### src/rtl/adder_arbiter_pkg.sv
// Shared definitions for the round-robin adder arbiter: FSM state encodings
// and the requester-ID width helper.
package adder_arbiter_pkg;

   typedef enum logic [1:0] {
      ST_IDLE = 2'b00,
      ST_CALC = 2'b01,
      ST_RESP = 2'b10
   } state_t;

   // A single requester still needs a one-bit ID field.
   function automatic int id_width(input int n);
      return (n > 1) ? $clog2(n) : 1;
   endfunction

endpackage

### src/rtl/ripple_carry_adder.sv
// Plain ripple-carry adder; purely combinational, so o_ready is tied high.
module ripple_carry_adder #(
   parameter int NUM_BITS = 32
) (
   input  logic [NUM_BITS-1:0] i_a,
   input  logic [NUM_BITS-1:0] i_b,
   input  logic                i_cin,
   output logic [NUM_BITS-1:0] o_sum,
   output logic                o_cout,
   output logic                o_ready
);

   logic [NUM_BITS:0] w_carry;

   assign w_carry[0] = i_cin;

   for (genvar i = 0; i < NUM_BITS; i++) begin : g_fa
      assign o_sum[i]       = i_a[i] ^ i_b[i] ^ w_carry[i];
      assign w_carry[i + 1] = (i_a[i] & i_b[i]) | (w_carry[i] & (i_a[i] ^ i_b[i]));
   end

   assign o_cout  = w_carry[NUM_BITS];
   assign o_ready = 1'b1;

endmodule

### src/rtl/adder_arbiter.sv
// Round-robin front end sharing one ripple_carry_adder among NUM_REQ requesters.
// Operands and results are registered so the carry chain has a full cycle.
module adder_arbiter
   import adder_arbiter_pkg::*;
#(
   parameter int NUM_BITS = 32,
   parameter int NUM_REQ  = 4,
   parameter int ID_W     = id_width(NUM_REQ)
) (
   input  logic                        clk,
   input  logic                        rst_n,
   input  logic [NUM_REQ-1:0]          req_valid,
   output logic [NUM_REQ-1:0]          req_ready,
   input  logic [NUM_REQ*NUM_BITS-1:0] req_a,
   input  logic [NUM_REQ*NUM_BITS-1:0] req_b,
   output logic                        rsp_valid,
   input  logic                        rsp_ready,
   output logic [NUM_BITS-1:0]         rsp_sum,
   output logic                        rsp_cout,
   output logic [ID_W-1:0]             rsp_id,
   output logic                        busy
);

   state_t              r_state;
   state_t              w_next_state;
   logic [ID_W-1:0]     r_last_grant;
   logic [ID_W-1:0]     r_id;
   logic [ID_W-1:0]     w_idx;
   logic [ID_W-1:0]     w_grant_idx;
   logic                w_found;
   logic                w_accept;
   logic                w_handshake;
   logic [NUM_BITS-1:0] r_a;
   logic [NUM_BITS-1:0] r_b;
   logic [NUM_BITS-1:0] r_sum;
   logic [NUM_BITS-1:0] w_sum;
   logic [NUM_BITS-1:0] w_sel_a;
   logic [NUM_BITS-1:0] w_sel_b;
   logic                r_cout;
   logic                w_cout;
   logic                r_rsp_valid;
   logic                r_busy;
   logic                w_unused_ready;

   // Round-robin search: first valid requester after the last granted one.
   always_comb begin
      w_found     = 1'b0;
      w_grant_idx = '0;
      w_idx       = '0;
      for (int i = 1; i <= NUM_REQ; i++) begin
         w_idx       = ID_W'((int'(r_last_grant) + i) % NUM_REQ);
         w_grant_idx = (!w_found && req_valid[w_idx]) ? w_idx : w_grant_idx;
         w_found     = w_found | req_valid[w_idx];
      end
   end

   // Operand slice of the winning requester.
   always_comb begin
      w_sel_a = '0;
      w_sel_b = '0;
      for (int i = 0; i < NUM_REQ; i++) begin
         w_sel_a = (w_grant_idx == ID_W'(i)) ? req_a[i*NUM_BITS +: NUM_BITS] : w_sel_a;
         w_sel_b = (w_grant_idx == ID_W'(i)) ? req_b[i*NUM_BITS +: NUM_BITS] : w_sel_b;
      end
   end

   // Grant is only offered when idle or when the pending result drains this cycle.
   always_comb begin
      w_accept    = rst_n && ((r_state == ST_IDLE) || ((r_state == ST_RESP) && rsp_ready));
      w_handshake = w_accept && w_found;
      req_ready   = '0;
      if (w_handshake) begin
         req_ready[w_grant_idx] = 1'b1;
      end else begin
         req_ready = '0;
      end
   end

   // Next-state logic.
   always_comb begin
      w_next_state = r_state;
      case (r_state)
         ST_IDLE: w_next_state = w_handshake ? ST_CALC : ST_IDLE;
         ST_CALC: w_next_state = ST_RESP;
         ST_RESP: begin
            if (rsp_ready) begin
               w_next_state = w_handshake ? ST_CALC : ST_IDLE;
            end else begin
               w_next_state = ST_RESP;
            end
         end
         default: w_next_state = ST_IDLE;
      endcase
   end

   // State register.
   always_ff @(posedge clk or negedge rst_n) begin
      if (!rst_n) begin
         r_state <= ST_IDLE;
      end else begin
         r_state <= w_next_state;
      end
   end

   // Operand, ID and round-robin pointer capture on the request handshake.
   always_ff @(posedge clk or negedge rst_n) begin
      if (!rst_n) begin
         r_a          <= '0;
         r_b          <= '0;
         r_id         <= '0;
         r_last_grant <= ID_W'(NUM_REQ - 1);
      end else if (w_handshake) begin
         r_a          <= w_sel_a;
         r_b          <= w_sel_b;
         r_id         <= w_grant_idx;
         r_last_grant <= w_grant_idx;
      end
   end

   // Result capture and registered status outputs.
   always_ff @(posedge clk or negedge rst_n) begin
      if (!rst_n) begin
         r_sum       <= '0;
         r_cout      <= 1'b0;
         r_rsp_valid <= 1'b0;
         r_busy      <= 1'b0;
      end else begin
         r_rsp_valid <= (w_next_state == ST_RESP);
         r_busy      <= (w_next_state != ST_IDLE);
         if (r_state == ST_CALC) begin
            r_sum  <= w_sum;
            r_cout <= w_cout;
         end
      end
   end

   ripple_carry_adder #(
      .NUM_BITS (NUM_BITS)
   ) u_adder (
      .i_a     (r_a),
      .i_b     (r_b),
      .i_cin   (1'b0),
      .o_sum   (w_sum),
      .o_cout  (w_cout),
      .o_ready (w_unused_ready)
   );

   assign rsp_valid = r_rsp_valid;
   assign rsp_sum   = r_sum;
   assign rsp_cout  = r_cout;
   assign rsp_id    = r_id;
   assign busy      = r_busy;

endmodule
### config.mk
export PLATFORM = sky130hd
export DESIGN_NAME = adder_arbiter
export DESIGN_NICKNAME = d
export VERILOG_FILES = /design/src/rtl/adder_arbiter_pkg.sv /design/src/rtl/ripple_carry_adder.sv /design/src/rtl/adder_arbiter.sv
export SDC_FILE = /design/constraint.sdc
export NUM_CORES = 1
export LEC_CHECK = 0
export CAP_MARGIN = 20
export CELL_PAD_IN_SITES_DETAIL_PLACEMENT = 1
export CELL_PAD_IN_SITES_GLOBAL_PLACEMENT = 2
export CORE_ASPECT_RATIO = 0.9
export CORE_MARGIN = 8
export CORE_UTILIZATION = 41
export CTS_BUF_LIST = sky130_fd_sc_hd__clkbuf_8 sky130_fd_sc_hd__clkbuf_16
export DETAILED_ROUTE_END_ITERATION = 7
export DONT_BUFFER_PORTS = 1
export HOLD_SLACK_MARGIN = 0.02
export MAX_ROUTING_LAYER = met4
export PLACE_DENSITY = 0.82
export SLEW_MARGIN = 10
export SYNTH_ARGS = -nofsm -noshare
export SYNTH_HDL_FRONTEND = slang
export SYNTH_SLANG_ARGS = --single-unit
### constraint.sdc
create_clock -name clk -period 27.6 [get_ports clk]
set_clock_uncertainty 0.05 [all_clocks]
set_input_delay 5.52 -clock clk [delete_from_list [all_inputs] [get_ports clk]]
set_output_delay 5.52 -clock clk [all_outputs]
set_load 0.02 [all_outputs]
==> impl_metrics.tcl, run 1 <==
set metrics [dict create \
    number_of_clock_sinks_seen_by_cts 105 \
    drt_first_pass_iters 5 \
    p_per_area_nw_per_um2 110.6 \
    final_period_minus_worst_setup_slack_ps 13380 \
    yosysTopAreaCell "sky130_fd_sc_hd__dfrtp_1" \
    cts_max_path_buffers 2 \
    setup.worst_path.end_class "flip-flop" \
    drt.antenna.violating_nets 0 \
    syn-instance-count 699 \
    reg2reg_slack_ps 14220 \
    cp.buffers_inverters 3 \
    synth_top_cells_by_area "sky130_fd_sc_hd__dfrtp_1 (35%), sky130_fd_sc_hd__fa_1 (8.4%), sky130_fd_sc_hd__a311oi_1 (7.6%)" \
    max_slew_margin_pct 38.23 \
    hpwl_um 19010 \
    yosys_warnings 0 \
    wire_per_inst_um 31.11 \
    postCtsSetupBuffers 0 \
    worstHoldPathCells 2 \
    placedInstanceArea_um2 7282 \
    grt.overflow.total 0 \
    die-height_um 143.4 \
    fin_crit_sh_pct 48.50 \
    setup_viol_count_final 0 \
    post_cts.resized_instances 0 \
    design_area_um2 7561 \
    async_reset_ff_share_pct 100.0 \
    groute.usage.overall_pct 24.53 \
    syn_avg_cell_area_um2 10.57 \
    remaining_drc_errors 0 \
    ff2ff_path_depth 36 \
    post_drt_via_cell_ratio 7.107 \
    floorplan.core_area_um2 17670 \
    path_common_cell "sky130_fd_sc_hd__fa_1" \
    chipWidth_um 157.5 \
    global_route_wire_length_before_repair_um 41370 \
    fin_nets 921 \
    synth_edf_count 0 \
    drt_iter0_markers 549 \
    status "finished, final reports clean" \
    cts_tree "yes" \
    rr_endpoint "rsp_sum[31]$_DFFE_PN0N_" \
    worstSetupPathType "reg2reg" \
    max_slew.worst_pin.slew_ps 926.5 \
    cts_root_buffer "sky130_fd_sc_hd__clkbuf_16" \
    synth_area_um2 7390 \
    crit_arrival_ps 13580 \
    dieArea_um2 22580 \
    cts-hold-fix-buffers 0 \
    static-leakage-power_nw 2.595 \
    cap_viol_max_count 0 \
    largest_net_degree_at_the_start_of_global_routing 107 \
    crit_path_max_incr_delay_ps 460 \
    critical_path_required_ps 27800 \
    clock_insertion_delay_worst_skew_ps 350 \
    synth_top_cell_area_share_pct 34.88 \
    start_util_pct 41.82 \
    synthesis.nets 994 \
    crit_slowest_cell "sky130_fd_sc_hd__fa_1" \
    std_cell_rows 46 \
    crit-reg2reg-launch "r_a[0]$_DFFE_PN0P_" \
    path_clk_slew_ps 70 \
    min_path_type "reg2reg" \
    num_antenna_cells 0 \
    top_count_cell_post_synth "sky130_fd_sc_hd__dfrtp_1" \
    globalplace.congestion 0.8714 \
    synth_common_cells "sky130_fd_sc_hd__dfrtp_1 (103), sky130_fd_sc_hd__nand2b_1 (70), sky130_fd_sc_hd__nand2_1 (68), sky130_fd_sc_hd__a311oi_1 (64), sky130_fd_sc_hd__a2111oi_0 (60)" \
    routed-via-count 6190 \
    hold_path_end "r_a[14]$_DFFE_PN0P_" \
    vdd_drop_max_v 0.00006751 \
    io-pin-count 304 \
    timing.final.max_slew_violations 0 \
    final_hold_vio_count 0 \
    ys_seq_area_share_pct 35.59 \
    via_count_of_the_first_global_routing_pass 6764 \
    cell_type_group_with_the_largest_total_delay_on_the_critical_path "adder cells" \
    max_clock_freq_mhz 74.71 \
    routed_wirelength_um 27100 \
    number_of_buffers_inserted_during_clock_tree_synthesis 9 \
    ys.flop_type "sky130_fd_sc_hd__dfrtp_1" \
    crit_path_max_fanout 2 \
    type_of_origin_of_the_critical_path "flip-flop" \
    min-delay-start "r_a[14]$_DFFE_PN0P_" \
    setup-tns-final_ps 0 \
    cts.htree.levels 3 \
    post_route_cells_drive_above_1_share_pct 14.90 \
    synth.ff_latch_count 105 \
    grt_setup_unrepaired "false" \
    antenna_violations_before_repair 0 \
    netlist-cell-type-count 45 \
    port_buffers 0 \
    synthToLayoutAreaGrowth_pct 2.320 \
]
[stage by stage]
stage,hold WS (ps),worst slack [ps],util (%),cells,power [mW]
finish,472.7,14220,42.79,871,0.8360
global route,498.6,13800,42.79,871,0.9075
CTS,474.7,14140,42.79,871,0.8439
detailed placement,457.6,14220,41.21,855,0.7180
global placement,438.7,14390,41.21,855,0.6898
floorplan,402.6,15120,-,699,0.6059
[area by class of cell]
class                           count  area [um2]
Fill cell                        1963       10110
Clock inverter                      7       53.80
Sequential cell                   105        2630
Tap cell                          240       300.3
Timing Repair Buffer               12       90.09
Multi-Input combinational cell    489        4228
Clock buffer                        9       225.2
Inverter                            9       33.78
[power breakdown]
group / leakage (nW) / internal, mW / switching [mW]
Clock: 0.141 / 0.0622 / 0.0594
Sequential: 1.26 / 0.230 / 0.108
Combinational: 1.20 / 0.148 / 0.228
[worst reg2reg max path, delay by kind of cell, from the launching register on]
| family | cells | cell delay (ps) |
|---|---|---|
| adders and majority gates | 32 | 12480 |
| AOI/OAI and AO/OA | 1 | 160 |
| DFF | 1 | 400 |
| buffers and inverters | 3 | 210 |
[cells by family (layout without fill, tap and decap cells)]
group / after synthesis / in the layout / share of synthesized area [%]
multiplexers: 30 / 30 / 4.572
flip-flops: 105 / 105 / 35.59
AND/OR/NAND/NOR: 154 / 154 / 10.70
AO/OA/AOI/OAI: 273 / 273 / 32.97
buffers and inverters: 105 / 37 / 7.602
adder cells (fa/ha/maj): 32 / 32 / 8.568
[registers in the layout (all words and copies together) (netlist names)]
signal	count
rsp_sum	32
busy	1
r_a	32
r_state	2
r_last_grant	2
rsp_id	2
r_b	32
rsp_cout	1
rsp_valid	1
[how the worst max path moves through the flow]
stage                            start                       to  slack [ps]  depth (start not counted)
floorplan           r_a[0]$_DFFE_PN0P_  rsp_sum[31]$_DFFE_PN0N_       15120                         36
global placement          req_valid[1]             req_ready[3]       14390                          5
detailed placement  r_a[0]$_DFFE_PN0P_  rsp_sum[31]$_DFFE_PN0N_       14220                         36
CTS                 r_a[0]$_DFFE_PN0P_  rsp_sum[31]$_DFFE_PN0N_       14140                         36
global route        r_a[0]$_DFFE_PN0P_  rsp_sum[31]$_DFFE_PN0N_       13800                         36
finish              r_a[0]$_DFFE_PN0P_  rsp_sum[31]$_DFFE_PN0N_       14220                         36
[per-layer routing]
| metal | vias to the layer above | global-route usage [%] | part of all wire (%) |
|---|---|---|---|
| li1 | 2645 | - | - |
| met1 | 3173 | 28.88 | 39 |
| met3 | 41 | 7.445 | 9.2 |
| met2 | 331 | 40.05 | 49 |
| met5 | - | - | 0 |
| met4 | 0 | 7.257 | 2.5 |
[layout by cell type, fill, tap and decap left out, types with 7 or more instances in the layout]
master	n
sky130_fd_sc_hd__nand2_1	68
sky130_fd_sc_hd__a2111oi_0	60
sky130_fd_sc_hd__inv_1	7
sky130_fd_sc_hd__o221ai_2	10
sky130_fd_sc_hd__nand2b_1	69
sky130_fd_sc_hd__buf_4	12
sky130_fd_sc_hd__o31ai_2	10
sky130_fd_sc_hd__mux2_2	30
sky130_fd_sc_hd__fa_1	31
sky130_fd_sc_hd__clkbuf_16	9
sky130_fd_sc_hd__o31ai_1	50
sky130_fd_sc_hd__o221ai_1	54
sky130_fd_sc_hd__dfrtp_1	103
sky130_fd_sc_hd__a311oi_1	64
Power figures use the tool's default switching activity.
==> run 2, diff against run 1 <==
--- a/config.mk
+++ b/config.mk
@@ -10,13 +10,13 @@
 export CELL_PAD_IN_SITES_GLOBAL_PLACEMENT = 2
 export CORE_ASPECT_RATIO = 0.9
 export CORE_MARGIN = 8
-export CORE_UTILIZATION = 41
+export CORE_UTILIZATION = 39
 export CTS_BUF_LIST = sky130_fd_sc_hd__clkbuf_8 sky130_fd_sc_hd__clkbuf_16
 export DETAILED_ROUTE_END_ITERATION = 7
 export DONT_BUFFER_PORTS = 1
 export HOLD_SLACK_MARGIN = 0.02
 export MAX_ROUTING_LAYER = met4
-export PLACE_DENSITY = 0.82
+export PLACE_DENSITY = 0.79
 export SLEW_MARGIN = 10
 export SYNTH_ARGS = -nofsm -noshare
 export SYNTH_HDL_FRONTEND = slang
==> constraint.sdc (replaced) <==
create_clock -name clk -period 13.1 [get_ports clk]
set_clock_uncertainty 0.05 [all_clocks]
set_input_delay 2.62 -clock clk [delete_from_list [all_inputs] [get_ports clk]]
set_output_delay 2.62 -clock clk [all_outputs]
set_load 0.02 [all_outputs]
==> impl_metrics.tcl, run 2 (synthesized netlist as in run 1, its figures left out) <==
set metrics [dict create \
    type_of_origin_of_the_critical_path "flip-flop" \
    number_of_clock_sinks_seen_by_cts 105 \
    final_hold_vio_count 0 \
    final-instance-count-excl-fill 879 \
    path_common_cell "sky130_fd_sc_hd__fa_1" \
    post_route_cells_drive_above_1_share_pct 16.64 \
    port_buffers 0 \
    max_slew_margin_pct 26.19 \
    number_of_buffers_inserted_during_clock_tree_synthesis 9 \
    cts_tree "yes" \
    largest_net_degree_at_the_start_of_global_routing 107 \
    routed_wirelength_um 27500 \
    grt.overflow.total 0 \
    clock_insertion_delay_worst_skew_ps 350 \
    globalplace.congestion 0.8815 \
    vdd_drop_max_v 0.00008600 \
    crit-reg2reg-launch "r_a[0]$_DFFE_PN0P_" \
    final-seq-area_um2 2630 \
    post_drt_via_cell_ratio 7.027 \
    whs_ps 463.8 \
    design_area_um2 7627 \
    most_common_library_cell_in_the_layout_ignoring_fill_and_taps "sky130_fd_sc_hd__dfrtp_1" \
    crit_path_max_incr_delay_ps 420 \
    multi_input_combinational_cell_area_um2 4260 \
    crit_path_max_fanout 2 \
    antenna_violations_before_repair 2 \
    min-delay-start "r_a[0]$_DFFE_PN0P_" \
    reg2reg_slack_ps 410 \
    global_route_wire_length_before_repair_um 41530 \
    setup-tns-final_ps 0 \
    max_slew.worst_pin.slew_ps 1102 \
    cap_viol_max_count 0 \
    crit_arrival_ps 12890 \
    max_clock_freq_mhz 78.79 \
    cp-endpoint "rsp_sum[31]$_DFFE_PN0N_" \
    ff2ff_path_depth 36 \
    cp-startpoint "r_a[0]$_DFFE_PN0P_" \
    fin_nets 921 \
    start_util_pct 40.02 \
    rr_endpoint "rsp_sum[31]$_DFFE_PN0N_" \
    status "finished, final reports clean" \
    path_clk_slew_ps 70 \
    drt_first_pass_iters 6 \
    min_path_type "reg2reg" \
    static-leakage-power_nw 2.595 \
    postCtsSetupBuffers 0 \
    cts.htree.levels 3 \
    p_per_area_nw_per_um2 235.5 \
    timing.final.max_slew_violations 0 \
    crit_slowest_cell "sky130_fd_sc_hd__fa_1" \
    cts_root_buffer "sky130_fd_sc_hd__clkbuf_16" \
    synthToLayoutAreaGrowth_pct 3.217 \
    drt.antenna.violating_nets 0 \
    wire_per_inst_um 31.29 \
    critical_path_required_ps 13300 \
    io-pin-count 304 \
    worstSetupPathType "reg2reg" \
    floorplan.core_area_um2 18470 \
    std_cell_rows 47 \
    hpwl_um 19940 \
    groute.usage.overall_pct 23.09 \
    via_count_of_the_first_global_routing_pass 6633 \
    final_period_minus_worst_setup_slack_ps 12690 \
    cts_max_path_buffers 2 \
    fillCellCount 2027 \
    post-place-cells 860 \
    chipWidth_um 161.1 \
    fin_crit_sh_pct 96.89 \
    die-height_um 146.6 \
    drt_iter0_markers 481 \
    mostFrequentLayoutCells "sky130_fd_sc_hd__dfrtp_1 (103), sky130_fd_sc_hd__nand2b_1 (69), sky130_fd_sc_hd__nand2_1 (68), sky130_fd_sc_hd__a311oi_1 (64), sky130_fd_sc_hd__a2111oi_0 (60)" \
    dieArea_um2 23610 \
    remaining_drc_errors 0 \
    setup.worst_path.end_class "flip-flop" \
    setup_viol_count_final 0 \
    placedInstanceArea_um2 7288 \
    routed-via-count 6177 \
]
==> run 2: cell type report <==
type | instances | share of cell area (%)
multi-input cells | 489 | 55.86
flip-flops and latches | 105 | 34.48
well taps | 245 | 4.019
clock buffers | 10 | 3.133
repair buffers | 12 | 1.181
clock inverters | 6 | 0.7874
inverters | 9 | 0.4429
diodes | 3 | 0.09843
==> run 2: worst min-delay path by stage <==
stage                               endpoint  slack, ps  cells after the start
after global placement    r_a[0]$_DFFE_PN0P_        440                      2
after floorplan           r_b[0]$_DFFE_PN0P_        400                      2
after global routing      r_a[0]$_DFFE_PN0P_        510                      2
after detailed placement  r_a[0]$_DFFE_PN0P_        450                      2
after CTS                 r_a[0]$_DFFE_PN0P_        460                      2
final                     r_a[0]$_DFFE_PN0P_        460                      2
==> run 2: where the power goes <==
group | internal (mW) | total, mW | switching (mW)
sequential | 0.484 | 0.715 | 0.231
clock | 0.153 | 0.272 | 0.120
combinational | 0.323 | 0.808 | 0.486
==> run 2: stage by stage <==
stage               setup WS, ps  utilization (%)  total power [mW]
global route              -16.64            41.29             1.945
detailed placement        -273.2            39.47             1.522
floorplan                  615.8                -             1.277
CTS                        13.01            41.17             1.811
global placement           47.46            39.47             1.463
finish                     407.8            41.31             1.796
==> run 2: metal layers <==
layer  vias to the layer above  part of all wire (%)  GRT usage (%)
met5                         -                     0              -
met4                         0                   3.1          8.696
met3                        52                   8.1          7.223
met2                       284                    50          37.93
met1                      3177                    39          26.00
li1                       2664                     -              -
==> run 2: worst max-delay path: cells and delay by family, from the launching register on <==
family / cells / cell delay [ps]
buffers and inverters: 3 / 220
adder cells (fa/ha/maj): 32 / 11820
AO/OA/AOI/OAI: 1 / 140
flip-flops: 1 / 390
==> run 2: timing repair <==
| action | in CTS | in global routing |
|---|---|---|
| hold buffers | 0 | 0 |
| resized for setup | 6 | 8 |
| pin swaps | 1 | 0 |
| endpoints found under the setup margin | 2 | 3 |
==> run 3, diff against run 2 <==
--- a/config.mk
+++ b/config.mk
@@ -16,7 +16,8 @@
 export DONT_BUFFER_PORTS = 1
 export HOLD_SLACK_MARGIN = 0.02
 export MAX_ROUTING_LAYER = met4
-export PLACE_DENSITY = 0.79
+export PLACE_DENSITY = 0.94
+export SKIP_LAST_GASP = 1
 export SLEW_MARGIN = 10
 export SYNTH_ARGS = -nofsm -noshare
 export SYNTH_HDL_FRONTEND = slang
==> impl_metrics.tcl, run 3 (synthesized netlist as in run 1, its figures left out) <==
set metrics [dict create \
    static-leakage-power_nw 2.603 \
    critical_path_required_ps 13300 \
    max_clock_freq_mhz 78.57 \
    vdd_drop_max_v 0.0001232 \
    placedInstanceArea_um2 7288 \
    post-layout-total-power_mw 1.825 \
    fin_crit_sh_pct 97.16 \
    grt_setup_unrepaired "false" \
    remaining_drc_errors 0 \
    drt.antenna.violating_nets 0 \
    path_clk_slew_ps 70 \
    design_area_um2 7641 \
    start_util_pct 40.02 \
    drt_iter0_markers 627 \
    ff2ff_path_depth 36 \
    die-height_um 146.6 \
    routed-via-count 6338 \
    cts.htree.levels 3 \
    postCtsSetupBuffers 0 \
    synthToLayoutAreaGrowth_pct 3.403 \
    post-place-cells 860 \
    chipWidth_um 161.1 \
    globalplace.congestion 0.9271 \
    final_core_util_pct 41.38 \
    antenna_violations_before_repair 2 \
    crit_arrival_ps 12930 \
    grt.overflow.total 0 \
    max_slew.worst_pin.slew_ps 1044 \
    crit_path_max_incr_delay_ps 410 \
    routed_wirelength_um 28420 \
    wire_per_inst_um 32.37 \
    crit_slowest_cell "sky130_fd_sc_hd__fa_1" \
    std_cell_rows 47 \
    cts_root_buffer "sky130_fd_sc_hd__clkbuf_16" \
    post_drt_via_cell_ratio 7.219 \
    dieArea_um2 23610 \
    reg2reg_slack_ps 370 \
    rr_endpoint "rsp_sum[31]$_DFFE_PN0N_" \
    cp-startpoint "r_a[0]$_DFFE_PN0P_" \
    clock_insertion_delay_worst_skew_ps 350 \
    worstSetupPathType "reg2reg" \
    min_path_type "reg2reg" \
    final_period_minus_worst_setup_slack_ps 12730 \
    hpwl_um 20200 \
    drt_first_pass_iters 6 \
    largest_net_degree_at_the_start_of_global_routing 107 \
    crit_path_max_fanout 2 \
    final_hold_vio_count 0 \
    most_common_library_cell_in_the_layout_ignoring_fill_and_taps "sky130_fd_sc_hd__dfrtp_1" \
    cts_max_path_buffers 2 \
    mostFrequentLayoutCells "sky130_fd_sc_hd__dfrtp_1 (103), sky130_fd_sc_hd__nand2b_1 (69), sky130_fd_sc_hd__nand2_1 (68), sky130_fd_sc_hd__a311oi_1 (64), sky130_fd_sc_hd__a2111oi_0 (60)" \
    floorplan.core_area_um2 18470 \
    final-instance-count-excl-fill 878 \
    cp-endpoint "rsp_sum[31]$_DFFE_PN0N_" \
    status "finished, final reports clean" \
    post_route_cells_drive_above_1_share_pct 16.48 \
    p_per_area_nw_per_um2 238.8 \
    io-pin-count 304 \
    number_of_clock_sinks_seen_by_cts 105 \
    groute.usage.overall_pct 23.92 \
    type_of_origin_of_the_critical_path "flip-flop" \
    path_common_cell "sky130_fd_sc_hd__fa_1" \
    global_route_wire_length_before_repair_um 42800 \
    max_slew_margin_pct 30.07 \
    crit-reg2reg-launch "r_a[0]$_DFFE_PN0P_" \
    number_of_buffers_inserted_during_clock_tree_synthesis 9 \
    via_count_of_the_first_global_routing_pass 6689 \
    timing.final.max_slew_violations 0 \
    cap_viol_max_count 0 \
    cts_tree "yes" \
    port_buffers 0 \
    fin_nets 921 \
    cts-hold-fix-buffers 0 \
    fillCellCount 2024 \
    setup_viol_count_final 0 \
    setup.worst_path.end_class "flip-flop" \
]
run 3: worst max-delay path, delay by kind of cell, from the launching register on:
kind                     cells  cell delay (ps)
AO/OA/AOI/OAI                1              150
flip-flops                   1              390
buffers and inverters        3              200
adder cells (fa/ha/maj)     32            11800
run 3: cell type report:
cell class	count	area, um2	area share [%]
Tap cell	245	306.5	4.012
Sequential cell	105	2630	34.42
Multi-Input combinational cell	489	4255	55.69
Clock buffer	9	225.2	2.947
Timing Repair Buffer	12	90.09	1.179
Antenna cell	2	5.005	0.06550
Clock inverter	7	95.09	1.244
Inverter	9	33.78	0.4421
run 3: timing repair:
item                       4_1_cts  5_1_grt
gates cloned                     0        0
resized for setup                6        6
setup endpoints to repair        2        2
run 3: worst min-delay path by stage:
| stage | startpoint | endpoint | slack, ps | depth (start not counted) |
|---|---|---|---|---|
| after global placement | r_b[6]$_DFFE_PN0P_ | r_b[6]$_DFFE_PN0P_ | 460 | 2 |
| final | r_a[22]$_DFFE_PN0P_ | r_a[22]$_DFFE_PN0P_ | 480 | 2 |
| after floorplan | r_b[0]$_DFFE_PN0P_ | r_b[0]$_DFFE_PN0P_ | 400 | 2 |
| after CTS | r_a[22]$_DFFE_PN0P_ | r_a[22]$_DFFE_PN0P_ | 480 | 2 |
| after detailed placement | r_b[6]$_DFFE_PN0P_ | r_b[6]$_DFFE_PN0P_ | 460 | 2 |
| after global routing | r_b[6]$_DFFE_PN0P_ | r_b[6]$_DFFE_PN0P_ | 500 | 2 |
run 3: through the flow:
step | TNS, ps | setup WS [ps] | hold slack [ps]
4_1_cts | 0 | 17.42 | 481.3
3_5_place_dp | -226.7 | -226.7 | 461.2
5_1_grt | 0 | 40.29 | 504.9
3_3_place_gp | 0 | 40.63 | 456.3
2_1_floorplan | 0 | 615.8 | 402.6
6_report | 0 | 372.6 | 480.6
run 3: where the power goes:
group	leakage [nW]	internal [mW]	switching (mW)
combinational	1.19	0.318	0.494
clock	0.161	0.168	0.125
sequential	1.26	0.484	0.236
run 3: metal layers:
metal	vias up	wire length [um]	global-route usage [%]
met5	-	0	-
met4	0	729	7.678
met3	47	2422	5.987
met2	373	14030	38.31
met1	3277	11240	29.18
li1	2641	-	-
==> RTL change 1 (config.mk and constraints of run 2) <==
Set the parameter `NUM_REQ` to 8 (it was 4).
--- a/src/rtl/adder_arbiter.sv
+++ b/src/rtl/adder_arbiter.sv
@@ -4,7 +4,7 @@
    import adder_arbiter_pkg::*;
 #(
    parameter int NUM_BITS = 32,
-   parameter int NUM_REQ  = 4,
+   parameter int NUM_REQ  = 8,
    parameter int ID_W     = id_width(NUM_REQ)
 ) (
    input  logic                        clk,
Interface: changed (5 resized); port bits go from 304 to 569. The function was not compared with the original's and may differ.
==> RTL change 1 against run 2 <==
Area after synthesis increased by 40%. Setup slack got worse by 0.052 ns. Core utilization about the same. Final cell count is 60% higher. Cell area grew 41%. Fmax fell by 0.41%. Wire length is 78% higher. Sequential cell count grew 2.
Power is left out: the tool's default activity adds up to more than one toggle a clock period on the data nets, which glitch-free logic cannot reach.
==> RTL change 1: results (changes against run 2) <==
Status
  • Outcome: finished, final reports clean

Timing
  • Fin crit period: 12.74 ns (+0.0521 ns)
  • Min Hold Slack: 0.510 ns (+0.0463 ns)
  • Least-Margin Pin Slew: 1.12 ns (+0.0150 ns)

Global routing
  • GRT Overall Usage: 29.4% (+6.4 points)
  • Largest net degree at the start of global routing: 109 (+1.9%)
  • Vias in the first global route: 9844 (+48%)
  • Initial antenna violation count: 14 (+12)
  • Global-route wire length before repair: 68500 um (+65%)

Final layout
  • Final Instance Count excl. Fillers: 1404 (+60%)
  • Filler cell count: 3040 (+50%)
  • Final nets: 1597 (+73%)
  • Share of layout cells above drive strength 1: 12.5% (-4.2 points)

Logic synthesis
  • Synth cell types: 64 (+42%)
  • Largest cells by area after synthesis: dfrtp_1 (25%), mux2i_1 (16%), o221ai_1 (7.0%)
  • Seq/Total Area, Yosys: 26.0% (-9.6 points)
  • Syn Area/Cell: 9.17 um^2 (-13%)
  • Async SR Flop Fraction: 100% (unchanged)
  • Post-synth top cells: mux2i_1 (161), a21oi_1 (109), dfrtp_1 (104)
  • Synthesized Nets: 1684 (+69%)

Detailed routing
  • Initial DRC Count: 585 (+22%)
  • DRT Pass-1 Iters: 5 (-1)
  • Routed vias/inst: 6.70 (-4.7%)
  • DRT Wirelength: 48900 um (+78%)

Setup path
  • End point of the critical path: rsp_sum[31]
  • Reg2Reg Setup Slack: 0.36 ns (-0.05 ns)
  • Arr. time, crit path: 12.95 ns (+0.06 ns)
  • CP max-delay cell: fa_1

CTS
  • Num CTS Buffers: 9 (unchanged)

Min path
  • Worst Hold Depth: 1 (-1)
  • HP Start: r_state[0]
  • Worst hold endpoint: rsp_valid

Place
  • Gpl congestion: 0.896 (+1.6%)
  • Worst slack at placement: -0.174 ns (+0.0992 ns)
  • Port bufs: 0 (unchanged)
  • DPL Wire Length: 38900 um (+95%)
  • Placed standard-cell area: 10400 um^2 (+42%)
[RTL change 1: final cells by class]
class / count / area [um^2] / area share, %
clock inverters: 5 / 78.8 / 0.733
flip-flops and latches: 107 / 2680 / 24.9
well taps: 348 / 435 / 4.05
repair buffers: 17 / 128 / 1.19
diodes: 12 / 30.0 / 0.279
inverters: 16 / 62.6 / 0.582
clock buffers: 10 / 239 / 2.22
multi-input cells: 889 / 7100 / 66.0
[RTL change 1: cell families (layout without fill, tap and decap cells)]
kind of cell / Yosys count / in the layout / synth area share (%)
DFF: 107 / 107 / 26.0
other: 0 / 12 / 0
muxes: 213 / 213 / 22.6
adders and majority gates: 34 / 34 / 6.37
buffers and inverters: 131 / 48 / 6.14
and+or+nand+nor: 280 / 280 / 13.3
xor gates and xnor gates: 2 / 2 / 0.351
AOI/OAI and AO/OA: 360 / 360 / 25.3
[RTL change 1: layer usage]
metal | track usage, % | wire, um
met4 | 7.02 | 1020
met2 | 48.1 | 24300
met3 | 8.61 | 3640
met1 | 35.6 | 19900
met5 | - | 0
==> RTL change 2 (settings of run 2) <==
Without the edit above. Encoding of `state_t`: now one-hot (3 bits for 3 states).
--- a/src/rtl/adder_arbiter_pkg.sv
+++ b/src/rtl/adder_arbiter_pkg.sv
@@ -2,10 +2,10 @@
 // and the requester-ID width helper.
 package adder_arbiter_pkg;
 
-   typedef enum logic [1:0] {
-      ST_IDLE = 2'b00,
-      ST_CALC = 2'b01,
-      ST_RESP = 2'b10
+   typedef enum logic [2:0] {
+      ST_IDLE = 3'b001,
+      ST_CALC = 3'b010,
+      ST_RESP = 3'b100
    } state_t;
 
    // A single requester still needs a one-bit ID field.
Behaviour: no difference found for any inputs over 4 cycles, from zero or initial values and one cycle with rst_n low; so few cycles prove little.
==> RTL change 2 against run 2 <==
Non-clock buffer count decreased by 7. Sequential cell count increased by 1. Final cell count decreased by 8.5%. Critical path depth unchanged. Global-route usage decreased by 7.1 points. Die area decreased by 6.4%. First-iteration DRC count decreased by 83%. Cell area decreased by 5.4%. Area after synthesis decreased by 7.1%. Wire length decreased by 37%. Setup slack improved by 0.078 ns. Power increased by 2.1%. Critical path type unchanged. Highest routed layer unchanged.
==> RTL change 2: results (changes against run 2) <==
Setup path
  • Worst Reg-to-Reg Cells: 36 (unchanged)
  • Crit-path max FO: 2 (unchanged)
  • Crit path largest cell delay: 0.44 ns (+0.02 ns)
  • Reg-to-reg endpoint: rsp_sum[31]
  • CP Capture Type: flop
  • Crit path from: r_a[0]
  • Reg2reg start: r_a[0]
  • Reg2Reg Setup Slack: 0.49 ns (+0.08 ns)

CTS
  • Clock tree root driver cell: clkbuf_16
  • Clock slew at reported path FFs: 0.07 ns (about the same)
  • Htree depth: 3 (unchanged)
  • Num CTS Buffers: 9 (unchanged)

Place
  • Gpl congestion: 0.790 (-10%)
  • DPL Wire Length: 13600 um (-32%)

Logic synthesis
  • Synth cell types: 35 (-22%)
  • Synth Area in Adders: 9.22% (+0.65 points)
  • Synth Area in Compound Gates: 6.62% (-26 points)
  • Async SR Flop Fraction: 100% (unchanged)
  • Synthesized Nets: 879 (-12%)
  • Post-synth top cells: mux2i_1 (128), dfrtp_1 (103), mux2_2 (94)
  • Seq/Total Area, Yosys: 38.7% (+3.1 points)
  • Mux cell area share after synthesis: 34.4% (+30 points)
  • Largest cells by area after synthesis: dfrtp_1 (38%), mux2i_1 (19%), mux2_2 (15%)

Final layout
  • Share of layout cells above drive strength 1: 25.2% (+8.5 points)
  • Filler cell count: 1860 (-8.2%)
  • Final nets: 854 (-7.3%)
  • ANT cells: 0 (-3)

Global routing
  • Grt met3 use: 6.26% (-0.96 points)
  • Met1 Usage GRT: 17.2% (-8.8 points)
  • GRT Overall Usage: 16.0% (-7.1 points)
  • GR Util met2: 27.0% (-11 points)
  • Global-route wire length before repair: 27000 um (-35%)
  • Largest net degree at the start of global routing: 108 (+0.93%)
  • Initial antenna violation count: 0 (-2)
  • Vias in the first global route: 4907 (-26%)

Detailed routing
  • Metal3 WL: 1650 um (-26%)
  • M1 WL: 6510 um (-39%)
  • Met2 WL: 8870 um (-35%)
  • Vias post-DR: 4209 (-32%)
  • Post-route ant nets: 0 (unchanged)
  • DRT Pass-1 Iters: 4 (-2)
  • Wire per inst: 21.4 um (-32%)
  • Initial DRC Count: 80 (-83%)

Min path
  • HP Start: r_last_grant[1]
  • Worst hold endpoint: r_last_grant[1]

Timing
  • Min Hold Slack: 0.445 ns (-0.0192 ns)
  • Max-slew headroom: 25.9% (-0.26 points)

Pwr
  • Leakage: 3.29 nW (+27%)
  • NetSw: 743 uW (-11%)
  • Worst VDD drop: 0.0796 mV (-7.4%)
  • Sequential power: 701 uW (-2%)
  • Combinational gate power: 847 uW (+4.8%)
  • Logic pwr share: 46.2% (+1.2 points)

Status
  • Outcome: finished, final reports clean
-- RTL change 2: cell type report --
type	instances	area (um^2)	share of cell area, %
timing repair buffer	5	37.5	0.520
sequential	106	2660	36.8
multi-input combinational	427	3870	53.7
tap	240	300	4.16
clock inverter	7	86.3	1.20
clock buffer	9	225	3.12
inverter	10	37.5	0.520
-- RTL change 2: worst max-delay path: cells and delay by family (launching register included) --
family                     cells  cell delay [ns]
AOI/OAI and AO/OA              1             0.13
adders and majority gates     32            11.76
buffers and inverters          3             0.21
DFF                            1             0.38
-- RTL change 2: timing repair --
action | in CTS | in global routing
resized for setup | 6 | 8
setup endpoints to repair | 3 | 3
buffers inserted | 0 | 0
-- RTL change 2: through the flow --
stage	instance area [um^2]	worst slack, ns	std cells
floorplan	6870	0.542	584
detailed placement	6870	-0.259	788
global placement	6870	-0.0330	788
global route	7220	0.0320	804
CTS	7200	0.0418	804
finish	7220	0.486	804
